### src/rtl/midi_msg_scheduler.sv
// MIDI message scheduler: drains real-time and data byte FIFOs, assembles messages onto a valid/ready bus.
// Optional: define MIDI_ACTIVE_SENSE_DROP_EN to silently drop 0xFE active-sensing bytes.
module midi_msg_scheduler #(
  parameter int SYSEX_PASS = 1,
  parameter int ERR_CNT_W  = 8
) (
  input  logic                 midi_system_clock,
  input  logic                 midi_rst_n,
  input  logic [7:0]           rt_fifo_dout,
  input  logic                 rt_fifo_empty,
  output logic                 rt_fifo_rd,
  input  logic [7:0]           data_fifo_dout,
  input  logic                 data_fifo_empty,
  output logic                 data_fifo_rd,
  output logic                 msg_valid,
  input  logic                 msg_ready,
  output logic [7:0]           msg_status,
  output logic [6:0]           msg_data1,
  output logic [6:0]           msg_data2,
  output logic [1:0]           msg_len,
  output logic                 msg_is_rt,
  output logic                 err_pulse,
  output logic [ERR_CNT_W-1:0] err_count
);

  typedef enum logic [0:0] {IDLE, COLLECT} state_t;

  state_t               r_state, w_state_nxt;
  logic [7:0]           r_run_status, w_run_status_nxt;
  logic                 r_sysex_active, w_sysex_nxt;
  logic [7:0]           r_cur_status, w_cur_status_nxt;
  logic [6:0]           r_data1, w_data1_nxt;
  logic                 r_have1, w_have1_nxt;
  logic                 r_need2, w_need2_nxt;
  logic                 r_msg_valid, r_msg_is_rt, r_err_pulse;
  logic [7:0]           r_msg_status;
  logic [6:0]           r_msg_data1, r_msg_data2;
  logic [1:0]           r_msg_len;
  logic [ERR_CNT_W-1:0] r_err_count;

  logic       w_slot_free, w_rt_pop, w_data_pop;
  logic       w_emit, w_emit_rt, w_err;
  logic [7:0] w_emit_status;
  logic [6:0] w_emit_d1, w_emit_d2;
  logic [1:0] w_emit_len;

  assign w_slot_free  = ~r_msg_valid | msg_ready;
  assign w_rt_pop     = w_slot_free & ~rt_fifo_empty;
  assign w_data_pop   = w_slot_free & rt_fifo_empty & ~data_fifo_empty;
  assign rt_fifo_rd   = w_rt_pop;
  assign data_fifo_rd = w_data_pop;

  // Byte decode; the bit7 of r_run_status doubles as its valid flag.
  always_comb begin
    w_state_nxt      = r_state;
    w_run_status_nxt = r_run_status;
    w_sysex_nxt      = r_sysex_active;
    w_cur_status_nxt = r_cur_status;
    w_data1_nxt      = r_data1;
    w_have1_nxt      = r_have1;
    w_need2_nxt      = r_need2;
    w_emit           = 1'b0;
    w_emit_rt        = 1'b0;
    w_emit_status    = 8'h00;
    w_emit_d1        = 7'h00;
    w_emit_d2        = 7'h00;
    w_emit_len       = 2'd0;
    w_err            = 1'b0;
    if (w_rt_pop) begin
`ifdef MIDI_ACTIVE_SENSE_DROP_EN
      w_emit        = (rt_fifo_dout != 8'hFE);
`else
      w_emit        = 1'b1;
`endif
      w_emit_rt     = 1'b1;
      w_emit_status = rt_fifo_dout;
    end else if (w_data_pop) begin
      if (!data_fifo_dout[7]) begin
        if (r_state == COLLECT) begin
          if (r_need2 && !r_have1) begin
            w_data1_nxt = data_fifo_dout[6:0];
            w_have1_nxt = 1'b1;
          end else begin
            w_emit        = 1'b1;
            w_emit_status = r_cur_status;
            w_emit_len    = r_need2 ? 2'd2 : 2'd1;
            w_emit_d1     = r_need2 ? r_data1 : data_fifo_dout[6:0];
            w_emit_d2     = r_need2 ? data_fifo_dout[6:0] : 7'h00;
            w_have1_nxt   = 1'b0;
            w_state_nxt   = IDLE;
          end
        end else if (r_sysex_active) begin
          w_emit        = (SYSEX_PASS != 0);
          w_emit_status = 8'hF0;
          w_emit_len    = 2'd1;
          w_emit_d1     = data_fifo_dout[6:0];
        end else if (r_run_status[7]) begin
          if (r_run_status[7:5] == 3'b110) begin
            w_emit        = 1'b1;
            w_emit_status = r_run_status;
            w_emit_len    = 2'd1;
            w_emit_d1     = data_fifo_dout[6:0];
          end else begin
            w_cur_status_nxt = r_run_status;
            w_data1_nxt      = data_fifo_dout[6:0];
            w_have1_nxt      = 1'b1;
            w_need2_nxt      = 1'b1;
            w_state_nxt      = COLLECT;
          end
        end else begin
          w_err = 1'b1;
        end
      end else if (data_fifo_dout >= 8'hF8) begin
        w_emit        = 1'b1;
        w_emit_status = data_fifo_dout;
      end else begin
        // Any status byte aborts a partial message, then is decoded as if in IDLE.
        w_err       = (r_state == COLLECT);
        w_state_nxt = IDLE;
        w_have1_nxt = 1'b0;
        if (data_fifo_dout < 8'hF0) begin
          w_cur_status_nxt = data_fifo_dout;
          w_run_status_nxt = data_fifo_dout;
          w_need2_nxt      = (data_fifo_dout[7:5] != 3'b110);
          w_sysex_nxt      = 1'b0;
          w_state_nxt      = COLLECT;
        end else begin
          case (data_fifo_dout)
            8'hF0: begin
              w_sysex_nxt      = 1'b1;
              w_run_status_nxt = 8'h00;
              w_emit           = (SYSEX_PASS != 0);
              w_emit_status    = 8'hF0;
            end
            8'hF7: begin
              if (r_sysex_active) begin
                w_sysex_nxt   = 1'b0;
                w_emit        = (SYSEX_PASS != 0);
                w_emit_status = 8'hF7;
              end else begin
                w_err = 1'b1;
              end
            end
            8'hF1, 8'hF2, 8'hF3: begin
              w_cur_status_nxt = data_fifo_dout;
              w_run_status_nxt = 8'h00;
              w_need2_nxt      = (data_fifo_dout == 8'hF2);
              w_sysex_nxt      = 1'b0;
              w_state_nxt      = COLLECT;
            end
            default: begin
              w_run_status_nxt = 8'h00;
              w_sysex_nxt      = 1'b0;
              w_emit           = 1'b1;
              w_emit_status    = data_fifo_dout;
            end
          endcase
        end
      end
    end
  end

  always_ff @(posedge midi_system_clock or negedge midi_rst_n) begin
    if (!midi_rst_n) begin
      r_state        <= IDLE;
      r_run_status   <= 8'h00;
      r_sysex_active <= 1'b0;
      r_cur_status   <= 8'h00;
      r_data1        <= 7'h00;
      r_have1        <= 1'b0;
      r_need2        <= 1'b0;
    end else begin
      r_state        <= w_state_nxt;
      r_run_status   <= w_run_status_nxt;
      r_sysex_active <= w_sysex_nxt;
      r_cur_status   <= w_cur_status_nxt;
      r_data1        <= w_data1_nxt;
      r_have1        <= w_have1_nxt;
      r_need2        <= w_need2_nxt;
    end
  end

  // Output slot: a new message may load in the same cycle the old one is accepted.
  always_ff @(posedge midi_system_clock or negedge midi_rst_n) begin
    if (!midi_rst_n) begin
      r_msg_valid  <= 1'b0;
      r_msg_status <= 8'h00;
      r_msg_data1  <= 7'h00;
      r_msg_data2  <= 7'h00;
      r_msg_len    <= 2'd0;
      r_msg_is_rt  <= 1'b0;
      r_err_pulse  <= 1'b0;
      r_err_count  <= '0;
    end else begin
      if (w_emit) begin
        r_msg_valid  <= 1'b1;
        r_msg_status <= w_emit_status;
        r_msg_data1  <= w_emit_d1;
        r_msg_data2  <= w_emit_d2;
        r_msg_len    <= w_emit_len;
        r_msg_is_rt  <= w_emit_rt;
      end else if (msg_ready) begin
        r_msg_valid <= 1'b0;
      end
      r_err_pulse <= w_err;
      if (w_err && (r_err_count != {ERR_CNT_W{1'b1}}))
        r_err_count <= r_err_count + {{(ERR_CNT_W-1){1'b0}}, 1'b1};
    end
  end

  assign msg_valid  = r_msg_valid;
  assign msg_status = r_msg_status;
  assign msg_data1  = r_msg_data1;
  assign msg_data2  = r_msg_data2;
  assign msg_len    = r_msg_len;
  assign msg_is_rt  = r_msg_is_rt;
  assign err_pulse  = r_err_pulse;
  assign err_count  = r_err_count;

endmodule

### config.mk
export PLATFORM = sky130hd
export DESIGN_NAME = midi_msg_scheduler
export DESIGN_NICKNAME = d
export VERILOG_FILES = /design/src/rtl/midi_msg_scheduler.sv
export SDC_FILE = /design/constraint.sdc
export NUM_CORES = 1
export LEC_CHECK = 0
export CAP_MARGIN = 20
export CORE_MARGIN = 1.5
export CORE_UTILIZATION = 47
export CTS_CLUSTER_SIZE = 40
export DETAILED_ROUTE_END_ITERATION = 12
export PLACE_DENSITY_LB_ADDON = 0.2
export RECOVER_POWER = 25
export SLEW_MARGIN = 20
export SYNTH_ARGS = -nofsm -noshare
export SYNTH_HDL_FRONTEND = slang
export SYNTH_SLANG_ARGS = --single-unit
### constraint.sdc
create_clock -name midi_system_clock -period 1.95 [get_ports midi_system_clock]
set_clock_uncertainty 0.2 [all_clocks]
set_input_delay 0.4875 -clock midi_system_clock [delete_from_list [all_inputs] [get_ports midi_system_clock]]
set_output_delay 0.4875 -clock midi_system_clock [all_outputs]
set_load 0.02 [all_outputs]
==> flow_metrics.env <==
export IMPL_p_leak_nw=2.25
export IMPL_drv_cap=0
export IMPL_clockRootBuffer="clkbuf_8"
export IMPL_grt_first_pass_wirelength_um=14500
export IMPL_setup_violations=25
export IMPL_reg2reg_depth=5
export IMPL_multi_input_area_um2=1580
export IMPL_maxSlewHeadroom_pct=31.7
export IMPL_synth_most_common_cell="dfrtp_1"
export IMPL_area_growth_pct=52.9
export IMPL_row_count=29
export IMPL_path_class="flip-flop to flip-flop"
export IMPL_cp_arrival_ps=2160
export IMPL_grt_overflow_total=0
export IMPL_postRouteAntennaNets=0
export IMPL_yosysSeqAreaShare_pct=49.9
export IMPL_yosysWarnings=0
export IMPL_io_pins=58
export IMPL_preCtsSetupSlack_ps=-765
export IMPL_nNetsFinal=456
export IMPL_dr_pass1_iters=5
export IMPL_tightest_slew_ps=1030
export IMPL_async_reset_ff_share_pct=100
export IMPL_post_route_period_util_pct=108
export IMPL_drcViolationCount=0
export IMPL_fp_dieW_um=84.4
export IMPL_place_inst=474
export IMPL_place_congestion=0.957
export IMPL_synth_seq_cells=62
export IMPL_synth_net_count=317
export IMPL_start_kind="flip-flop"
export IMPL_port_buffers=57
export IMPL_slew_violations=0
export IMPL_initial_utilization_pct=48.7
export IMPL_grt_max_degree=26
export IMPL_drive_above_1_share_pct=35.3
export IMPL_grt_pass1_vias=2946
export IMPL_wl_per_cell_um=18.8
export IMPL_dp_hpwl_um=5970
export IMPL_setup_tns_ps=-2240
export IMPL_via_count=3024
export IMPL_totalPowerFinal_mw=4.47
export IMPL_viasPerCell=5.86
export IMPL_synth_cells=295
export IMPL_crit_required_ps=2000
export IMPL_synth_cell_types=54
export IMPL_cp_max_fo=7
export IMPL_clock_latency_ps=360
export IMPL_synth_top_area_share_pct=49.9
export IMPL_core_area_um2=6390
export IMPL_synthTopCellsByArea="dfrtp_1, mux2i_1, nand2_1"
export IMPL_grt_antenna_before_repair=0
export IMPL_outcome="finished, violations left"
export IMPL_avgSynthCellArea_um2=10.5
export IMPL_power_density_nw_per_um2=941
export IMPL_cts_tree="done"
export IMPL_clk_pin_slew_worst_paths_ps=80
export IMPL_synth_edff_count=0
export IMPL_fin_cells=516
export IMPL_cts_max_level=3
export IMPL_cts_buffer_depth=2
export IMPL_max_freq_mhz=473
export IMPL_numCtsBuffers=9
export IMPL_rsz0062_at_grt="true"
export IMPL_hold_ws_ps=289
export IMPL_wl_um=9680
export IMPL_endpoint_kind="flip-flop"
export IMPL_cts_sinks=62
export IMPL_min_path_cells=1
export IMPL_fill_cells=440
export IMPL_seqCellArea_um2=1550
export IMPL_synth_area_leader_cell="dfrtp_1"
export IMPL_vdd_drop_max_mv=0.639
export IMPL_post_route_min_period_ps=2110
export IMPL_synthFlopType="dfrtp_1"
export IMPL_hold_viol=0
export IMPL_grt_usage_pct=26.1
export IMPL_hold_class="flip-flop to flip-flop"
export IMPL_violations="negative setup slack"
export IMPL_dr_first_iter_drc_count=288
export IMPL_dieArea_um2=7110
export IMPL_die_height_um=84.4
export IMPL_timing_final_ws_setup_ps=-164
export IMPL_syn_cell_area_um2=3110
export IMPL_synth_common_cells="dfrtp_1, nand2_1, mux2i_1, nor2_1, a21oi_1"
export IMPL_n_antenna_cell=0
## metal layers
metal  vias to the layer above  global-route usage, %  wire (um)
met4                         0                   10.4        202
met2                       134                   44.2       4880
li1                       1354                      -          -
met1                      1513                   33.6       4000
met3                        23                   4.33        594
met5                         -                      0          0
## worst max-delay path: stages, from the launching register on
cell and delay (ps):
dfrtp_1 410, nand2b_4 80, nand3b_1 190, buf_4 200, or4_4 590, mux2_4 340
## flip-flops by register name, summed over array words and instances (netlist names)
| name | cells |
|---|---|
| err_count | 8 |
| msg_status | 8 |
| r_cur_status | 8 |
| r_run_status | 8 |
| msg_data1 | 7 |
| msg_data2 | 7 |
| r_data1 | 7 |
| msg_len | 2 |
| err_pulse | 1 |
| msg_is_rt | 1 |
| msg_valid | 1 |
| r_have1 | 1 |
| r_need2 | 1 |
| r_state | 1 |
| r_sysex_active | 1 |
## what timing repair did
action	4_1_cts	5_1_grt
setup endpoints to repair	97	49
pin swaps	6	10
resized for setup	95	25
setup buffers	19	10
hold buffers	1	0
cloned	2	1
hold endpoints to repair	15	0
## per-stage QoR
stage | area (um^2) | utilization (%)
floorplan | 3150 | -
global placement | 4240 | 66.4
detailed placement | 4240 | 66.4
CTS | 4630 | 72.5
global route | 4760 | 74.5
finish | 4760 | 74.5
## placed cells by master, fill, tap and decap left out, types with 4 or more instances in the layout
cell,n
clkdlybuf4s50_1,8
buf_4,74
nand3_1,4
nand2b_1,9
a21oi_1,10
mux2_4,9
o21ai_0,8
a22oi_1,7
buf_6,12
a31oi_1,7
a22o_1,7
nand3b_1,4
nand2_1,34
dlygate4sd2_1,38
buf_2,6
nor2_1,14
a221o_1,4
and2_1,4
dfrtp_1,60
clkbuf_8,9
mux2i_1,23
## final cells by class
cell class              count  share of cell area [%]
clock buffers               9                    2.60
flip-flops and latches     62                    32.7
multi-input cells         209                    33.3
clock inverters             7                    1.58
inverters                   3                   0.289
well taps                  77                    2.03
repair buffers            149                    27.6
## worst paths after layout
check	slack (ps)	to	startpoint
hold reg to reg	290	r_cur_status[7]	r_cur_status[7]
hold / removal	290	r_cur_status[7]	r_cur_status[7]
max in group asynchronous	180	msg_status[6]	midi_rst_n
setup reg to reg	-160	r_data1[4]	msg_valid
min in group asynchronous	620	err_count[3]	midi_rst_n
setup / recovery	-160	r_data1[4]	msg_valid
## report_power, final
| part | switching (mW) | total (mW) | internal (mW) | leakage [nW] |
|---|---|---|---|---|
| Clock | 0.571 | 1.16 | 0.591 | 0.0914 |
| Combinational | 0.733 | 1.55 | 0.815 | 1.38 |
| Sequential | 0.207 | 1.76 | 1.56 | 0.776 |
| Total | 1.51 | 4.47 | 2.96 | 2.25 |
## kinds of logic after synthesis
family	Yosys count	synth area share (%)
mux	32	11.5
buf+inv	24	3.58
simple gates	101	17.0
compound gates	71	16.5
xor+xnor	4	1.13
fa+ha+maj	1	0.402
flops	62	49.9
(Power assumes the default switching activity.)
